===== config.mk =====
export PLATFORM = sky130hd
export DESIGN_NAME = bin2bcd_multi_flat
export DESIGN_NICKNAME = d
export VERILOG_FILES = /design/src/rtl/bin2bcd_multi_pkg.sv /design/src/rtl/bin2bcd_multi_if.sv /design/src/rtl/bin2bcd_multi_dabble_step.sv /design/src/rtl/bin2bcd_multi.sv /design/src/flat_wrapper.sv
export SDC_FILE = /design/constraint.sdc
export NUM_CORES = 1
export LEC_CHECK = 0
export CORE_UTILIZATION = 45
export DETAILED_ROUTE_END_ITERATION = 8
export GPL_ROUTABILITY_DRIVEN = 0
export MAX_ROUTING_LAYER = met4
export PLACE_DENSITY = 0.78
export SLEW_MARGIN = 20
export SYNTH_ARGS = -nofsm -noshare
export SYNTH_HDL_FRONTEND = slang
export SYNTH_SLANG_ARGS = --single-unit

===== constraint.sdc =====
create_clock -name clk -period 1.78 [get_ports clk]
set_input_delay 0.356 -clock clk [delete_from_list [all_inputs] [get_ports clk]]
set_output_delay 0.356 -clock clk [all_outputs]
set_load 0.01 [all_outputs]

===== src/rtl/bin2bcd_multi_pkg.sv =====
// Shared FSM encoding, blank code and digit-count helper for the
// multi-channel binary-to-BCD converter.
package bin2bcd_pkg;

    typedef enum logic [2:0] {
        IDLE,
        LOAD,
        SHIFT,
        STORE,
        DONE
    } state_t;

    localparam logic [3:0] BLANK_CODE = 4'hF;

    // Each decimal digit holds more than 3 bits of range, so this always covers 2^width-1.
    function automatic int full_digits(input int width);
        return (width + 2) / 3;
    endfunction

endpackage


===== src/rtl/bin2bcd_multi_if.sv =====
// Request/result bundle between a display controller (master) and the
// converter (slave).
interface bin2bcd_multi_if #(
    parameter int CHANNELS = 2,
    parameter int WIDTH    = 12,
    parameter int DIGITS   = 4
);
    logic                         start;
    logic [CHANNELS*WIDTH-1:0]    bin_in;
    logic                         busy;
    logic                         done;
    logic [CHANNELS*DIGITS*4-1:0] bcd_out;
    logic [CHANNELS-1:0]          ovf;

    modport master (
        output start, bin_in,
        input  busy, done, bcd_out, ovf
    );

    modport slave (
        input  start, bin_in,
        output busy, done, bcd_out, ovf
    );
endinterface


===== src/rtl/bin2bcd_multi_dabble_step.sv =====
// One double-dabble iteration: add 3 to every digit >= 5, then shift the
// accumulator left by one bit taking i_msb into the units digit.
module bcd_dabble_step #(
    parameter int FULL = 4
) (
    input  logic [FULL*4-1:0] i_acc,
    input  logic              i_msb,
    output logic [FULL*4-1:0] o_acc
);
    logic [FULL*4-1:0] w_adj;

    always_comb begin
        // NOTE: the whole vector is assigned before any per-digit overwrite so no latch can form.
        w_adj = i_acc;
        for (int d = 0; d < FULL; d++) begin
            if (i_acc[d*4 +: 4] >= 4'd5) begin
                w_adj[d*4 +: 4] = i_acc[d*4 +: 4] + 4'd3;
            end
        end
    end

    // The top bit falling off is always zero because FULL digits cover the input range.
    assign o_acc = (w_adj << 1) | (FULL*4)'(i_msb);

endmodule


===== src/rtl/bin2bcd_multi.sv =====
// Multi-channel binary-to-BCD converter: snapshots all channels on start,
// converts them one after another through a shared dabble step, and
// publishes every digit group together with a one-cycle done pulse.
module bin2bcd_multi
    import bin2bcd_pkg::*;
#(
    parameter int CHANNELS = 2,
    parameter int WIDTH    = 12,
    parameter int DIGITS   = 4,
    parameter int BLANK_LZ = 0
) (
    input logic             clk,
    input logic             rst,
    bin2bcd_multi_if.slave  bus
);
    localparam int FULL  = full_digits(WIDTH);
    localparam int NDIG  = (FULL > DIGITS) ? FULL : DIGITS;
    localparam int CNT_W = $clog2(WIDTH + 1);
    localparam int CH_W  = (CHANNELS > 1) ? $clog2(CHANNELS) : 1;
    localparam int GRP_W = DIGITS * 4;

    state_t                      r_state;
    logic [CHANNELS*WIDTH-1:0]   r_cap;
    logic [WIDTH-1:0]            r_shift;
    logic [FULL*4-1:0]           r_acc;
    logic [CNT_W-1:0]            r_cnt;
    logic [CH_W-1:0]             r_ch;
    logic [CHANNELS*GRP_W-1:0]   r_shadow_bcd;
    logic [CHANNELS-1:0]         r_shadow_ovf;
    logic [CHANNELS*GRP_W-1:0]   r_bcd;
    logic [CHANNELS-1:0]         r_ovf;
    logic                        r_busy;
    logic                        r_done;

    logic [FULL*4-1:0]           w_acc_next;
    logic [NDIG*4-1:0]           w_acc_ext;
    logic [GRP_W-1:0]            w_group;
    logic                        w_sat;
    logic                        w_lead;

    bcd_dabble_step #(.FULL(FULL)) u_step (
        .i_acc (r_acc),
        .i_msb (r_shift[WIDTH-1]),
        .o_acc (w_acc_next)
    );

    // Result group for the channel just converted: saturate, else truncate and optionally blank.
    always_comb begin
        w_acc_ext              = '0;
        w_acc_ext[FULL*4-1:0]  = r_acc;
        w_sat                  = 1'b0;
        w_group                = '0;
        w_lead                 = 1'b1;
        for (int d = DIGITS; d < NDIG; d++) begin
            if (w_acc_ext[d*4 +: 4] != 4'd0) begin
                w_sat = 1'b1;
            end
        end
        for (int d = 0; d < DIGITS; d++) begin
            w_group[d*4 +: 4] = w_sat ? 4'd9 : w_acc_ext[d*4 +: 4];
        end
        if (BLANK_LZ != 0 && !w_sat) begin
            for (int d = DIGITS - 1; d > 0; d--) begin
                if (w_lead && w_group[d*4 +: 4] == 4'd0) begin
                    w_group[d*4 +: 4] = BLANK_CODE;
                end else begin
                    w_lead = 1'b0;
                end
            end
        end
    end

    always_ff @(posedge clk) begin
        // NOTE: all state here uses non-blocking assignment so every register sees pre-edge values.
        if (rst) begin
            r_state      <= IDLE;
            r_cap        <= '0;
            r_shift      <= '0;
            r_acc        <= '0;
            r_cnt        <= '0;
            r_ch         <= '0;
            r_shadow_bcd <= '0;
            r_shadow_ovf <= '0;
            r_bcd        <= '0;
            r_ovf        <= '0;
            r_busy       <= 1'b0;
            r_done       <= 1'b0;
        end else begin
            r_done <= 1'b0;
            unique case (r_state)
                IDLE: begin
                    // busy is still high during the done cycle, so a start there is dropped.
                    if (r_busy) begin
                        r_busy <= 1'b0;
                    end else if (bus.start) begin
                        r_cap   <= bus.bin_in;
                        r_ch    <= '0;
                        r_busy  <= 1'b1;
                        r_state <= LOAD;
                    end
                end
                LOAD: begin
                    r_shift <= r_cap[r_ch*WIDTH +: WIDTH];
                    r_acc   <= '0;
                    r_cnt   <= CNT_W'(WIDTH);
                    r_state <= SHIFT;
                end
                SHIFT: begin
                    r_acc   <= w_acc_next;
                    r_shift <= r_shift << 1;
                    r_cnt   <= r_cnt - CNT_W'(1);
                    if (r_cnt == CNT_W'(1)) begin
                        r_state <= STORE;
                    end
                end
                STORE: begin
                    r_shadow_bcd[r_ch*GRP_W +: GRP_W] <= w_group;
                    r_shadow_ovf[r_ch]                <= w_sat;
                    if (r_ch == CH_W'(CHANNELS - 1)) begin
                        r_state <= DONE;
                    end else begin
                        r_ch    <= r_ch + CH_W'(1);
                        r_state <= LOAD;
                    end
                end
                DONE: begin
                    r_bcd   <= r_shadow_bcd;
                    r_ovf   <= r_shadow_ovf;
                    r_done  <= 1'b1;
                    r_state <= IDLE;
                end
                default: r_state <= IDLE;
            endcase
        end
    end

    assign bus.busy    = r_busy;
    assign bus.done    = r_done;
    assign bus.bcd_out = r_bcd;
    assign bus.ovf     = r_ovf;

endmodule

===== src/flat_wrapper.sv =====
// flat-port wrapper written by rule: the top's interface ports become plain ports
module bin2bcd_multi_flat import bin2bcd_pkg::*;
#(
    parameter int CHANNELS = 2,
    parameter int WIDTH    = 12,
    parameter int DIGITS   = 4,
    parameter int BLANK_LZ = 0
)
  (clk, rst, bus_start, bus_bin_in, bus_busy, bus_done, bus_bcd_out, bus_ovf);
  bin2bcd_multi_if #(.CHANNELS(CHANNELS), .WIDTH(WIDTH), .DIGITS(DIGITS)) bus_i ();
  input logic clk;
  input logic rst;
  input wire logic [$bits(bus_i.start)-1:0] bus_start;
  input wire logic [$bits(bus_i.bin_in)-1:0] bus_bin_in;
  output wire logic [$bits(bus_i.busy)-1:0] bus_busy;
  output wire logic [$bits(bus_i.done)-1:0] bus_done;
  output wire logic [$bits(bus_i.bcd_out)-1:0] bus_bcd_out;
  output wire logic [$bits(bus_i.ovf)-1:0] bus_ovf;
  assign bus_i.start = bus_start;
  assign bus_i.bin_in = bus_bin_in;
  assign bus_busy = bus_i.busy;
  assign bus_done = bus_i.done;
  assign bus_bcd_out = bus_i.bcd_out;
  assign bus_ovf = bus_i.ovf;
  bin2bcd_multi #(.CHANNELS(CHANNELS), .WIDTH(WIDTH), .DIGITS(DIGITS), .BLANK_LZ(BLANK_LZ)) u_core (.clk(clk), .rst(rst), .bus(bus_i));
endmodule

Word level (Yosys, flattened, before mapping)
Index checks and enable logic that the tools add are counted.

word-level totals
  word-level logic and storage cells = 70
  register bits = 130
  input bits = 27
  output and inout port bits = 36

cells by class
  equal/unequal tests = 8
  reduce and logical (&&, ||, !) cells = 7
  magnitude comparators = 6
  shift-type cells = 3
  add/sub/neg operators = 7
  bitwise operators = 4
  multiply operators = 1
  muxes and demuxes = 22

operator list
  operator                  number
  $neg 5->34                1
  $shift 16x34->32 const A  1
  $shiftx 16x34->32         1
  $bwmux 32                 1
  $pmux 16 s2               1
  $pmux 12 s2               1
  $shiftx 24x6->12          1
  $ge 4x3->1 const B        4
  $or 16x1->16              1
  $mux 3                    5
  $add 4x2->4 const B       3
  $mux 4                    3
  $pmux 3 s4                1
  $reduce_and 3->1          3
  $pmux 4 s2                1
  $mux 1                    7
  $eq 3x2->1 const B        2
  $eq 4x1->1 const B        1
  $ne 2x2->1 const B        2
  $reduce_bool 2->1         2
  $sub 4x1->4 const B       1
  $add 3x2->3 const B       1
  $eq 3x1->1 const B        1
  $eq 3x3->1 const B        1
  12 further kinds          12

Depth between registers and ports, before layout
  depth in word-level cells = 6
  gate-level depth with buffers = 7

Cells and area by module
Synthesis repeated with hierarchy kept, for this count alone.

unflattened totals
  cell total of the unflattened synthesis = 626
  area total of the unflattened synthesis = 5,537.8 µm²

modules (own cells, without submodules)
  module           area each (µm²)  cells an instance  seq. area each (µm²)  instances
  bin2bcd_multi    5,144.9          565                2,602.5               1
  bcd_dabble_step  392.9            61                 0.0                   1

Worst setup path after synthesis
No wires, ideal clock.

  kind = register -> register
  start point = register u_core.r_state[1]
  end point = register u_core.r_shadow_bcd[22]
  stages on the path, launching flop included = 7
  setup time = 0.132 ns
  required time = 1.648 ns
  path slack = 0.387 ns
  arrival = 1.261 ns
  path buffers = 2
  path through = dfxtp_1 nand3b_1 or2_2 buf_2 buf_2 nand2_1 a21oi_1

between the ends
  longest elaborated chain between the ends = 1

ends and longest elaborated chain
  item                            RTL line              source
  start: declaration              bin2bcd_multi.sv:22   state_t r_state;
  start signal: assignment        bin2bcd_multi.sv:76   r_state <= IDLE;
  start signal: assignment        bin2bcd_multi.sv:99   r_state <= LOAD;
  start signal: assignment        bin2bcd_multi.sv:106  r_state <= SHIFT;
  $eq 3x2->1                      bin2bcd_multi.sv:90   unique case (r_state)
  end signal: indexed assignment  bin2bcd_multi.sv:117  r_shadow_bcd[r_ch*GRP_W +: GRP_W] <= w_group;
  end: declaration                bin2bcd_multi.sv:28   logic [CHANNELS*GRP_W-1:0] r_shadow_bcd;

Every way passes these cells.
A chain may end at the register's enable or synchronous reset.

Worst setup path in the final report
  start point = register u_core.r_state[0]
  end point = register u_core.r_acc[15]

between the ends
  longest elaborated chain between the ends = 2
  elaborated cells on any way between the ends = 4
  those cells by class = eq/ne (2); mux (1); reduce/logical (1)

ends and longest elaborated chain
  item                                              RTL line              source
  $eq 3x2->1 or $eq 3x1->1 (tied branches)          bin2bcd_multi.sv:90
  $pmux 16 s2 or $reduce_bool 2->1 (tied branches)  -
  end signal: assignment                            bin2bcd_multi.sv:109  r_acc <= w_acc_next;
  end: declaration                                  bin2bcd_multi.sv:25   logic [FULL*4-1:0] r_acc;

Parallel ways exist; a longest one is shown, timed or not.

==> impl_metrics.xml <==
<?xml version="1.0" encoding="UTF-8"?>
<metrics>
  <group name="drt">
    <metric name="dr_total_vias" unit="">4425</metric>
    <metric name="drt_drc_violations_left" unit="">0</metric>
    <metric name="drtPass1Iterations" unit="">5</metric>
    <metric name="wire_per_inst" unit="microns">13.5</metric>
    <metric name="total_detailed_routing_wirelength" unit="microns">11500</metric>
    <metric name="first_iter_violations" unit="">269</metric>
    <metric name="drt.antenna.violating_nets" unit="">0</metric>
    <metric name="routed_via_density" unit="">5.22</metric>
  </group>
  <group name="synthesis">
    <metric name="synthDistinctLibCells" unit="">33</metric>
    <metric name="synth_edf_count" unit="">0</metric>
    <metric name="synth_nets" unit="">672</metric>
    <metric name="synthesis.area" unit="sq um">5180</metric>
    <metric name="ys_warn_count" unit="">0</metric>
    <metric name="ys_seq_area_share" unit="%">50.3</metric>
    <metric name="syn-mean-instance-area" unit="sq um">8.16</metric>
    <metric name="ys_ff_latch" unit="">130</metric>
    <metric name="main_synth_ff_type" unit="">sky130_fd_sc_hd__dfxtp_1</metric>
    <metric name="synthesis.instances" unit="">635</metric>
    <metric name="async_sr_flop_fraction" unit="%">0</metric>
  </group>
  <group name="floorplanning">
    <metric name="fp.dieArea" unit="sq um">11900</metric>
    <metric name="chipHeight" unit="microns">109</metric>
    <metric name="die_w" unit="microns">109</metric>
    <metric name="coreArea" unit="sq um">11000</metric>
    <metric name="fp_rows" unit="">38</metric>
    <metric name="ioPinCount" unit="">63</metric>
    <metric name="initial_core_util" unit="%">46.9</metric>
  </group>
  <group name="timing">
    <metric name="final_hold_violation_count" unit="">0</metric>
    <metric name="fraction_of_the_cycle_the_final_worst_path_needs" unit="%">94.7</metric>
    <metric name="drv_slew" unit="">0</metric>
    <metric name="max_freq" unit="MHz">593</metric>
    <metric name="totalNegativeSetupSlack" unit="ps">0</metric>
    <metric name="grt_setup_unrepaired" unit="">no</metric>
    <metric name="finalCriticalPeriod" unit="ps">1690</metric>
    <metric name="worst_hold_slack" unit="ps">288</metric>
    <metric name="finClkSkew" unit="ps">6.76</metric>
    <metric name="timing.final.setup_violations" unit="">0</metric>
    <metric name="worst_slack" unit="ps">93.8</metric>
    <metric name="worst_slew_pin_slew" unit="ps">476</metric>
    <metric name="worst_case_headroom_to_the_max_slew_limit" unit="%">68.2</metric>
  </group>
  <group name="cts">
    <metric name="cts-root-buf" unit="">sky130_fd_sc_hd__clkbuf_16</metric>
    <metric name="cts_tree" unit="">built</metric>
    <metric name="postCtsHoldBufs" unit="">0</metric>
    <metric name="clk_pin_slew" unit="ps">60</metric>
    <metric name="count_of_buffers_added_by_post_cts_timing_repair_for_setup" unit="">0</metric>
    <metric name="clkLatencyLatePin" unit="ps">420</metric>
    <metric name="clock_sink_count" unit="">130</metric>
    <metric name="tritoncts_buffers" unit="">17</metric>
    <metric name="clock_tree.htree_level_count" unit="">4</metric>
    <metric name="cts-root-to-sink-buffers" unit="">2</metric>
  </group>
  <group name="final_layout">
    <metric name="multi_input_comb_area" unit="sq um">2330</metric>
    <metric name="layout_commonest_cell" unit="">sky130_fd_sc_hd__nand2_1</metric>
    <metric name="drive_gt1_share" unit="%">8.49</metric>
    <metric name="antenna_diode_count" unit="">0</metric>
    <metric name="areaGrowthSynthToFinish" unit="%">26.7</metric>
    <metric name="finish.net_count" unit="">731</metric>
    <metric name="nFillCells" unit="">963</metric>
    <metric name="layoutNonFillerInstCount" unit="">847</metric>
    <metric name="register_area" unit="sq um">2600</metric>
    <metric name="mostFrequentLayoutCells" unit="">195 x sky130_fd_sc_hd__nand2_1, 130 x sky130_fd_sc_hd__dfxtp_1, 111 x sky130_fd_sc_hd__a21oi_1</metric>
  </group>
  <group name="grt">
    <metric name="grt_start_max_net_pins" unit="">45</metric>
    <metric name="grt_overflow" unit="">0</metric>
    <metric name="antenna_violations_before_repair" unit="">0</metric>
    <metric name="grt_usage" unit="%">21.1</metric>
    <metric name="grt_first_pass_wirelength" unit="microns">19100</metric>
    <metric name="via_count_of_the_first_global_routing_pass" unit="">4174</metric>
  </group>
  <group name="placement">
    <metric name="place_worst_setup_slack" unit="ps">35.2</metric>
    <metric name="io_buffers" unit="">62</metric>
    <metric name="place_hpwl" unit="microns">7520</metric>
    <metric name="number_of_placed_instances_with_taps_included" unit="">815</metric>
  </group>
  <group name="worst_setup_path">
    <metric name="data_arrival_time_of_the_critical_path" unit="ps">1990</metric>
    <metric name="worst_ep_required_time" unit="ps">2090</metric>
    <metric name="cp-startpoint" unit="">u_core.r_state[0]</metric>
    <metric name="critPathCaptureType" unit="">flip-flop</metric>
    <metric name="worstReg2RegStart" unit="">u_core.r_state[0]</metric>
    <metric name="worstSetupPathType" unit="">reg -&gt; reg</metric>
    <metric name="critPathLaunchType" unit="">flip-flop</metric>
    <metric name="critical_path_peak_fanout" unit="">10</metric>
  </group>
  <group name="power_and_ir_drop">
    <metric name="cellPowerDensity" unit="nW/um^2">1300</metric>
    <metric name="power_leakage" unit="nW">2.28</metric>
    <metric name="power.ir.vdd_worst" unit="uV">906</metric>
  </group>
  <group name="run_status">
    <metric name="run_status" unit="">completed</metric>
  </group>
  <group name="hold_path">
    <metric name="hold_path_class" unit="">in -&gt; reg</metric>
    <metric name="min-delay-start" unit="">rst</metric>
  </group>
  <group name="run">
    <metric name="maxCapViolations" unit="">0</metric>
  </group>
</metrics>
## state kept, by name, indices dropped and copies added, names as in the netlist
| signal | flops |
|---|---|
| u_core.r_cnt | 4 |
| u_core.r_acc | 16 |
| u_core.bus.done | 1 |
| u_core.bus.bcd_out | 32 |
| u_core.bus.busy | 1 |
| u_core.r_cap | 24 |
| u_core.r_ch | 1 |
| u_core.bus.ovf | 2 |
| u_core.r_shadow_bcd | 32 |
| u_core.r_shift | 12 |
| u_core.r_shadow_ovf | 2 |
| u_core.r_state | 3 |
## critical path: stages, from the launching register on
cell and delay, ps:
sky130_fd_sc_hd__dfxtp_1 370, sky130_fd_sc_hd__buf_4 190, sky130_fd_sc_hd__nor2_1 180, sky130_fd_sc_hd__nand2_1 340, sky130_fd_sc_hd__o31a_1 370, sky130_fd_sc_hd__o32ai_1 130
## cell type report
cell class	count	area share [%]
flip-flops and latches	130	39.7
inverters	14	0.801
repair buffers	83	12.6
multi-input cells	448	35.5
clock inverters	13	2.06
clock buffers	19	6.75
well taps	140	2.67
## path summary, 6_finish.rpt
check | to | slack (ps) | cells past startpoint
setup reg to reg | u_core.r_acc[15] | 90 | 5
hold reg to reg | u_core.r_cap[1] | 450 | 2
setup / recovery | u_core.r_acc[15] | 90 | 5
hold / removal | u_core.r_state[0] | 290 | 4
## report_power, final
| part | internal (mW) | switching [mW] |
|---|---|---|
| Combinational | 0.740 | 1.07 |
| Sequential | 3.14 | 0.178 |
| Clock | 2.09 | 1.30 |
| Total | 5.98 | 2.54 |
## routing by layer
layer  up-vias  global-route usage [%]  part of all wire (%)
li1       2235                       -                     -
met1      2035                    24.6                    44
met2       135                    34.7                    49
met3        20                    5.44                   5.3
met4         0                    7.90                   1.8
met5         -                       -                     0
## cells by family after synthesis
family | after synthesis | synth area share (%)
and+or+nand+nor | 259 | 21.1
AOI/OAI and AO/OA | 158 | 17.5
DFF | 130 | 50.3
buffers and inverters | 57 | 4.86
muxes | 16 | 3.09
adders and majority gates | 10 | 2.42
xor gates and xnor gates | 5 | 0.846
## through the flow
stage | utilization [%] | power (mW) | cell area (sq um)
4_1_cts | 59.5 | 8.54 | 6560
2_1_floorplan | - | 4.61 | 5180
5_1_grt | 59.5 | 8.90 | 6560
3_5_place_dp | 54.2 | 5.16 | 5980
6_report | 59.5 | 8.52 | 6560
3_3_place_gp | 54.2 | 5.08 | 5980
## Yosys cell counts (5+ instances only)
library cell,count,area [sq um]
sky130_fd_sc_hd__xnor2_1,5,43.8
sky130_fd_sc_hd__nor2_1,24,90.1
sky130_fd_sc_hd__inv_1,14,52.6
sky130_fd_sc_hd__o22ai_1,12,75.1
sky130_fd_sc_hd__a21oi_1,111,556
sky130_fd_sc_hd__dfxtp_1,130,2600
sky130_fd_sc_hd__clkbuf_1,19,71.3
sky130_fd_sc_hd__a22o_1,11,96.3
sky130_fd_sc_hd__buf_2,21,105
sky130_fd_sc_hd__ha_1,10,125
sky130_fd_sc_hd__nand2b_1,25,156
sky130_fd_sc_hd__o21ai_0,8,40.0
sky130_fd_sc_hd__nand2_1,195,732
sky130_fd_sc_hd__mux2i_1,16,160
## timing repair
action | 4_1_cts | 5_1_grt
setup endpoints to repair | 0 | 11
resized for setup | 0 | 1
endpoints found under the hold margin | 0 | 0
Power figures use the tool's default switching activity.
